**config.mk**
```make
export PLATFORM = sky130hd
export DESIGN_NAME = keypad_scanner
export DESIGN_NICKNAME = d
export VERILOG_FILES = /design/src/rtl/lock_pkg.sv /design/src/rtl/keypad_col_scan.sv /design/src/rtl/keypad_scanner.sv
export SDC_FILE = /design/constraint.sdc
export NUM_CORES = 1
export LEC_CHECK = 0
export ABC_AREA = 1
export BUFFER_PORTS_ARGS = -buffer_cell sky130_fd_sc_hd__buf_2
export CAP_MARGIN = 0
export CORE_UTILIZATION = 25
export DETAILED_ROUTE_END_ITERATION = 7
export PLACE_DENSITY = 0.43
export SYNTH_ARGS = -nofsm -noshare
export SYNTH_HDL_FRONTEND = slang
export SYNTH_SLANG_ARGS = --single-unit
```
**constraint.sdc**
```tcl
create_clock -name hwclk -period 17.95 [get_ports hwclk]
set_input_delay 0.8975 -clock hwclk [delete_from_list [all_inputs] [get_ports hwclk]]
set_output_delay 0.8975 -clock hwclk [all_outputs]
set_load 0.02 [all_outputs]
```
**src/rtl/lock_pkg.sv**
```systemverilog
// ============================================================================
// Module      : lock_pkg
// Description : Key codes, debounce states and keypad position-to-code map
// Revision    : 1.0
// ============================================================================
`default_nettype none

package lock_pkg;

    localparam logic [3:0] KEY_0    = 4'd0;
    localparam logic [3:0] KEY_1    = 4'd1;
    localparam logic [3:0] KEY_2    = 4'd2;
    localparam logic [3:0] KEY_3    = 4'd3;
    localparam logic [3:0] KEY_4    = 4'd4;
    localparam logic [3:0] KEY_5    = 4'd5;
    localparam logic [3:0] KEY_6    = 4'd6;
    localparam logic [3:0] KEY_7    = 4'd7;
    localparam logic [3:0] KEY_8    = 4'd8;
    localparam logic [3:0] KEY_9    = 4'd9;
    localparam logic [3:0] KEY_A    = 4'd10;
    localparam logic [3:0] KEY_B    = 4'd11;
    localparam logic [3:0] KEY_C    = 4'd12;
    localparam logic [3:0] KEY_D    = 4'd13;
    localparam logic [3:0] KEY_STAR = 4'd14;
    localparam logic [3:0] KEY_HASH = 4'd15;

    typedef enum logic [1:0] {
        ST_IDLE      = 2'd0,
        ST_CONFIRM   = 2'd1,
        ST_PRESSED   = 2'd2,
        ST_RELEASING = 2'd3
    } db_state_t;

    typedef enum logic [1:0] {
        CLS_NONE   = 2'd0,
        CLS_SINGLE = 2'd1,
        CLS_MULTI  = 2'd2
    } snap_class_t;

    function automatic logic [3:0] key_code(input logic [1:0] row, input logic [1:0] col);
        logic [3:0] code;
        code = KEY_0;
        case ({row, col})
            4'd0:  code = KEY_1;
            4'd1:  code = KEY_2;
            4'd2:  code = KEY_3;
            4'd3:  code = KEY_A;
            4'd4:  code = KEY_4;
            4'd5:  code = KEY_5;
            4'd6:  code = KEY_6;
            4'd7:  code = KEY_B;
            4'd8:  code = KEY_7;
            4'd9:  code = KEY_8;
            4'd10: code = KEY_9;
            4'd11: code = KEY_C;
            4'd12: code = KEY_STAR;
            4'd13: code = KEY_0;
            4'd14: code = KEY_HASH;
            4'd15: code = KEY_D;
            default: code = KEY_0;
        endcase
        return code;
    endfunction

endpackage

`default_nettype wire

```
**src/rtl/keypad_col_scan.sv**
```systemverilog
// ============================================================================
// Module      : keypad_col_scan
// Description : Column sequencer, row synchroniser, snapshot assembly and
//               per-scan classification (none / single key / multiple keys)
// Revision    : 1.0
// ============================================================================
`default_nettype none

module keypad_col_scan
    import lock_pkg::*;
#(
    parameter int SCAN_CYCLES = 4
)
(
    input  logic        hwclk,
    input  logic        rst_n,
    input  logic [3:0]  row_n,
    output logic [3:0]  col_n,
    output logic        snap_valid,
    output snap_class_t snap_class,
    output logic [3:0]  key_idx,
    output logic [15:0] snapshot
);

    localparam int               CYC_W    = (SCAN_CYCLES > 1) ? $clog2(SCAN_CYCLES) : 1;
    localparam logic [CYC_W-1:0] CYC_LAST = CYC_W'(SCAN_CYCLES - 1);

    logic [3:0]       r_sync1;
    logic [3:0]       r_sync2;
    logic [1:0]       r_slot;
    logic [CYC_W-1:0] r_cyc;
    logic [15:0]      r_snap;
    logic             r_cls_pend;

    logic             w_slot_end;
    logic [4:0]       w_count;
    logic [3:0]       w_idx;

    assign w_slot_end = (r_cyc == CYC_LAST);
    assign col_n      = ~(4'b0001 << r_slot);

    always_ff @(posedge hwclk) begin
        if (!rst_n) begin
            r_sync1    <= 4'hF;
            r_sync2    <= 4'hF;
            r_slot     <= 2'd0;
            r_cyc      <= '0;
            r_snap     <= 16'h0000;
            r_cls_pend <= 1'b0;
        end else begin
            r_sync1    <= row_n;
            r_sync2    <= r_sync1;
            r_cls_pend <= w_slot_end && (r_slot == 2'd3);
            if (w_slot_end) begin
                r_cyc  <= '0;
                r_slot <= r_slot + 2'd1;
                // Each slot rewrites only its own column, so no clear is needed between scans
                for (int r = 0; r < 4; r++) begin
                    r_snap[4*r + int'(r_slot)] <= ~r_sync2[r];
                end
            end else begin
                r_cyc <= r_cyc + 1'b1;
            end
        end
    end

    always_comb begin
        w_count = 5'd0;
        w_idx   = 4'd0;
        for (int i = 0; i < 16; i++) begin
            if (r_snap[i]) begin
                w_count = w_count + 5'd1;
                w_idx   = 4'(i);
            end
        end
    end

    always_comb begin
        snap_class = CLS_MULTI;
        if (w_count == 5'd0) begin
            snap_class = CLS_NONE;
        end else if (w_count == 5'd1) begin
            snap_class = CLS_SINGLE;
        end
    end

    assign snap_valid = r_cls_pend;
    assign key_idx    = w_idx;
    assign snapshot   = r_snap;

endmodule

`default_nettype wire

```
**src/rtl/keypad_scanner.sv**
```systemverilog
// ============================================================================
// Module      : keypad_scanner
// Description : 4x4 keypad front-end: debounce FSM over full-scan snapshots,
//               holding the last accepted key code and a press-level strobe
// Revision    : 1.0
// ============================================================================
`default_nettype none

module keypad_scanner
    import lock_pkg::*;
#(
    parameter int SCAN_CYCLES    = 4,
    parameter int DEBOUNCE_SCANS = 3
)
(
    input  logic       hwclk,
    input  logic       rst_n,
    input  logic [3:0] row_n,
    output logic [3:0] col_n,
    output logic [3:0] button,
    output logic       bstate,
    output logic       key_press,
    output logic       key_release
);

    localparam int               CNT_W     = $clog2(DEBOUNCE_SCANS + 1);
    localparam logic [CNT_W-1:0] CNT_LIMIT = CNT_W'(DEBOUNCE_SCANS);
    localparam logic [CNT_W-1:0] CNT_ONE   = CNT_W'(1);

    logic        w_snap_valid;
    snap_class_t w_class;
    logic [3:0]  w_key_idx;
    logic [15:0] w_snapshot;

    db_state_t        r_state;
    db_state_t        w_state_nxt;
    logic [3:0]       r_cand;
    logic [3:0]       w_cand_nxt;
    logic [CNT_W-1:0] r_cnt;
    logic [CNT_W-1:0] w_cnt_nxt;
    logic [CNT_W-1:0] w_cnt_inc;
    logic [3:0]       r_button;
    logic [3:0]       w_button_nxt;
    logic             r_bstate;
    logic             w_bstate_nxt;
    logic             r_press;
    logic             w_press_nxt;
    logic             r_release;
    logic             w_release_nxt;
    logic             w_cand_hit;

    keypad_col_scan #(
        .SCAN_CYCLES (SCAN_CYCLES)
    ) u_col_scan (
        .hwclk      (hwclk),
        .rst_n      (rst_n),
        .row_n      (row_n),
        .col_n      (col_n),
        .snap_valid (w_snap_valid),
        .snap_class (w_class),
        .key_idx    (w_key_idx),
        .snapshot   (w_snapshot)
    );

    assign w_cnt_inc  = r_cnt + CNT_ONE;
    assign w_cand_hit = w_snapshot[r_cand];

    always_ff @(posedge hwclk) begin
        if (!rst_n) begin
            r_state   <= ST_IDLE;
            r_cand    <= 4'd0;
            r_cnt     <= '0;
            r_button  <= 4'd0;
            r_bstate  <= 1'b0;
            r_press   <= 1'b0;
            r_release <= 1'b0;
        end else begin
            r_state   <= w_state_nxt;
            r_cand    <= w_cand_nxt;
            r_cnt     <= w_cnt_nxt;
            r_button  <= w_button_nxt;
            r_bstate  <= w_bstate_nxt;
            r_press   <= w_press_nxt;
            r_release <= w_release_nxt;
        end
    end

    always_comb begin
        w_state_nxt   = r_state;
        w_cand_nxt    = r_cand;
        w_cnt_nxt     = r_cnt;
        w_button_nxt  = r_button;
        w_bstate_nxt  = r_bstate;
        w_press_nxt   = 1'b0;
        w_release_nxt = 1'b0;

        if (w_snap_valid) begin
            case (r_state)
                ST_IDLE: begin
                    if (w_class == CLS_SINGLE) begin
                        w_cand_nxt = w_key_idx;
                        if (DEBOUNCE_SCANS == 1) begin
                            w_state_nxt  = ST_PRESSED;
                            w_cnt_nxt    = '0;
                            w_button_nxt = key_code(w_key_idx[3:2], w_key_idx[1:0]);
                            w_bstate_nxt = 1'b1;
                            w_press_nxt  = 1'b1;
                        end else begin
                            w_state_nxt = ST_CONFIRM;
                            w_cnt_nxt   = CNT_ONE;
                        end
                    end
                end
                ST_CONFIRM: begin
                    if ((w_class == CLS_SINGLE) && (w_key_idx == r_cand)) begin
                        if (w_cnt_inc == CNT_LIMIT) begin
                            w_state_nxt  = ST_PRESSED;
                            w_cnt_nxt    = '0;
                            w_button_nxt = key_code(r_cand[3:2], r_cand[1:0]);
                            w_bstate_nxt = 1'b1;
                            w_press_nxt  = 1'b1;
                        end else begin
                            w_cnt_nxt = w_cnt_inc;
                        end
                    end else begin
                        w_state_nxt = ST_IDLE;
                        w_cnt_nxt   = '0;
                    end
                end
                ST_PRESSED: begin
                    // Only the held key's own bit matters, so a second key cannot displace it
                    if (!w_cand_hit) begin
                        if (DEBOUNCE_SCANS == 1) begin
                            w_state_nxt   = ST_IDLE;
                            w_cnt_nxt     = '0;
                            w_bstate_nxt  = 1'b0;
                            w_release_nxt = 1'b1;
                        end else begin
                            w_state_nxt = ST_RELEASING;
                            w_cnt_nxt   = CNT_ONE;
                        end
                    end
                end
                ST_RELEASING: begin
                    if (!w_cand_hit) begin
                        if (w_cnt_inc == CNT_LIMIT) begin
                            w_state_nxt   = ST_IDLE;
                            w_cnt_nxt     = '0;
                            w_bstate_nxt  = 1'b0;
                            w_release_nxt = 1'b1;
                        end else begin
                            w_cnt_nxt = w_cnt_inc;
                        end
                    end else begin
                        w_state_nxt = ST_PRESSED;
                        w_cnt_nxt   = '0;
                    end
                end
                default: begin
                    w_state_nxt = ST_IDLE;
                    w_cnt_nxt   = '0;
                end
            endcase
        end
    end

    assign button      = r_button;
    assign bstate      = r_bstate;
    assign key_press   = r_press;
    assign key_release = r_release;

endmodule

`default_nettype wire
```
==> flow_metrics.tcl <==
set metrics [dict create \
    syn_inst 604 \
    cts_buffer_depth 2 \
    h-tree-depth 2 \
    io_pins 17 \
    synth_area_leaders "dfxtp_1 23%, nand2_1 14%, inv_1 9.4%" \
    fin_crit_ns 8.45 \
    p_switching_mw 0.0643 \
    post-route-period-util_pct 47.1 \
    drv_cap 0 \
    core_area_sq_um 15100 \
    dr.first_iter.drc_count 181 \
    slew_headroom_pct 31.6 \
    netlist_area_sq_um 3870 \
    synth_top_area_share_pct 22.7 \
    rows 45 \
    synth_edf_count 0 \
    cts_hold_buf 0 \
    area_delta_synth_final_pct 10.5 \
    intPower_mw 0.170 \
    synth.avg_cell_area_sq_um 6.41 \
    finalPower_mw 0.234 \
    die-area_sq_um 16000 \
    worst_setup_path_end_kind "register" \
    tightest_slew_ns 1.00 \
    gp_congestion 0.763 \
    slew_viol_final 0 \
    post_drt_wl_per_cell_microns 10.5 \
    synth_top_area_cell "dfxtp_1" \
    cts_root_buf "clkbuf_16" \
    path_common_cell "nand2_1" \
    cts_resized 0 \
    ys_warn_count 0 \
    antenna_found_initial 0 \
    worstSetupPathType "register to register" \
    ys_ff_latch 44 \
    power_density_nw_per_um2 54.6 \
    synth_flop_cell "dfxtp_1" \
    grt_pass1_wl_microns 14900 \
    drive_gt1_share_pct 20.4 \
    ys_types 43 \
    synthArstFlopShare_pct 0 \
    grt_setup_unrepaired "no" \
    swShare_pct 27.5 \
    numCtsBuffers 5 \
    cellLeakagePower_nw 2.29 \
    cpPeakStageDelay_ns 0.35 \
    fin_worst_skew_ns 0.00220 \
    crit_fanout 5 \
    status "finished clean" \
    die_h_microns 126 \
    diodes 0 \
    grt_max_degree 31 \
    drc_errors 0 \
    ant_nets 0 \
    synth_nets 634 \
    cts.sinks 44 \
    combPwrFrac_pct 17.9 \
    port_buffers 16 \
    cts_tree "done" \
    final_nets 648 \
    yosys-top-cells-count "140 x nand2_1, 97 x inv_1, 46 x nand2_2" \
    ys_seq_area_share_pct 22.7 \
    power_frac_seq_pct 43.5 \
    required_ns 18.13 \
    grt.total_usage_pct 11.3 \
    clk_latency_ns 0.28 \
    cp-start-kind "register" \
    post-dp-hpwl_microns 6840 \
    first_global_vias 3268 \
    hold_violations 0 \
    ir_drop_mv 0.0412 \
    grt_overflow 0 \
    hold_class "register to register" \
    final.fill_count 1676 \
    start_util_pct 25.6 \
    fin_util_pct 28.3 \
    post_cts_buffers 0 \
    final-setup-viol-count 0 \
    num_vias 3524 \
    critPathSlowestCell "ha_1" \
    clkPwrFrac_pct 38.6 \
    dr.pass1.iters 4 \
    yosysMostFrequentCell "nand2_1" \
    path_clk_slew_ns 0.06 \
    routed_wl_microns 8480 \
    fmax_ghz 0.118 \
    hold_slack_ns 0.410 \
    dieWidth_microns 126 \
    final.setup.tns_ns 0 \
    via_per_inst 4.37 \
    worstPathArrival_ns 8.63 \
]
-- layer usage --
metal / vias to the layer above / share of wire (%) / track usage [%]
li1: 1947 / - / -
met1: 1538 / 54 / 15.6
met2: 32 / 43 / 18.7
met3: 7 / 2.2 / 1.31
met4: 0 / 0.85 / 2.34
met5: - / 0 / 0
-- area by class of cell --
cell class	count	area (sq um)	share of cell area [%]
Clock buffer	6	139	3.24
Clock inverter	2	10.0	0.234
Inverter	109	410	9.59
Multi-Input combinational cell	442	2530	59.0
Sequential cell	44	881	20.6
Tap cell	188	235	5.49
Timing Repair Buffer	16	80.1	1.87
-- placed cells by master, fill, tap and decap left out, types with 2 or more instances in the layout --
| cell | netlist | layout |
|---|---|---|
| nand3b_1 | 4 | 4 |
| or2_2 | 13 | 13 |
| a31oi_1 | 2 | 2 |
| o21ai_0 | 36 | 36 |
| buf_2 | 2 | 16 |
| clkinv_2 | 1 | 3 |
| nand3_2 | 17 | 17 |
| a21oi_1 | 36 | 36 |
| nand2_1 | 140 | 140 |
| nand3_1 | 42 | 42 |
| o2111ai_1 | 5 | 5 |
| dfxtp_1 | 44 | 44 |
| clkbuf_16 | 0 | 5 |
| nand2_2 | 46 | 46 |
| nor4_1 | 3 | 3 |
| ha_1 | 24 | 24 |
| o21ai_1 | 5 | 5 |
| xor2_1 | 2 | 2 |
| inv_1 | 97 | 97 |
| nand3_4 | 3 | 3 |
| nor2_1 | 37 | 37 |
| nand2_4 | 6 | 6 |
| nor2_4 | 2 | 2 |
| nor2_2 | 2 | 2 |
| a21boi_0 | 2 | 2 |
| inv_2 | 10 | 10 |
| nor3_1 | 3 | 3 |
-- power groups by stage --
stage	Sequential [mW]	Combinational (mW)	Clock [mW]
finish	0.102	0.0418	0.0903
detailed placement	0.104	0.0424	0
CTS	0.102	0.0425	0.0932
floorplan	0.103	0.0350	0
global placement	0.104	0.0415	0
global route	0.102	0.0487	0.0980
-- through the flow --
step                      setup WS (ns)  cells  area [sq um]
after floorplan                   10.03    604          3870
after CTS                          9.46    807          4280
after global placement             9.66    799          4130
after global routing               8.72    807          4280
final                              9.50    807          4280
after detailed placement           9.49    799          4130
-- flip-flops by register name (all words and copies together) (netlist names), 2 cells and up --
signal               cells
u_col_scan.snapshot     16
button                   4
r_cand                   4
u_col_scan.r_sync1       4
u_col_scan.r_sync2       4
r_cnt                    2
r_state                  2
u_col_scan.r_cyc         2
u_col_scan.r_slot        2
-- critical path, delay by kind of cell, from the launching register on --
family	cells	cell delay (ns)
buffers and inverters	8	0.52
AND/OR/NAND/NOR	30	3.26
XOR/XNOR	1	0.14
flip-flops	1	0.34
adder cells (fa/ha/maj)	14	3.70
AO/OA/AOI/OAI	3	0.36
-- logic make-up (layout without fill, tap and decap cells) --
family | after synthesis | after routing | synth area share [%]
simple gates | 322 | 322 | 43.2
buf+inv | 118 | 133 | 12.0
compound gates | 93 | 93 | 13.6
flops | 44 | 44 | 22.7
fa+ha+maj | 24 | 24 | 7.75
xor+xnor | 3 | 3 | 0.678
-- worst paths after layout --
path	startpoint	end	slack, ns	depth (start not counted)
worst min register to register	u_col_scan.r_sync1[3]	u_col_scan.r_sync2[3]	0.41	1
worst min-delay path	u_col_scan.r_sync1[3]	u_col_scan.r_sync2[3]	0.41	1
worst max-delay path	u_col_scan.snapshot[0]	button[0]	9.50	56
worst max register to register	u_col_scan.snapshot[0]	button[0]	9.50	56
Power figures use the tool's default switching activity.
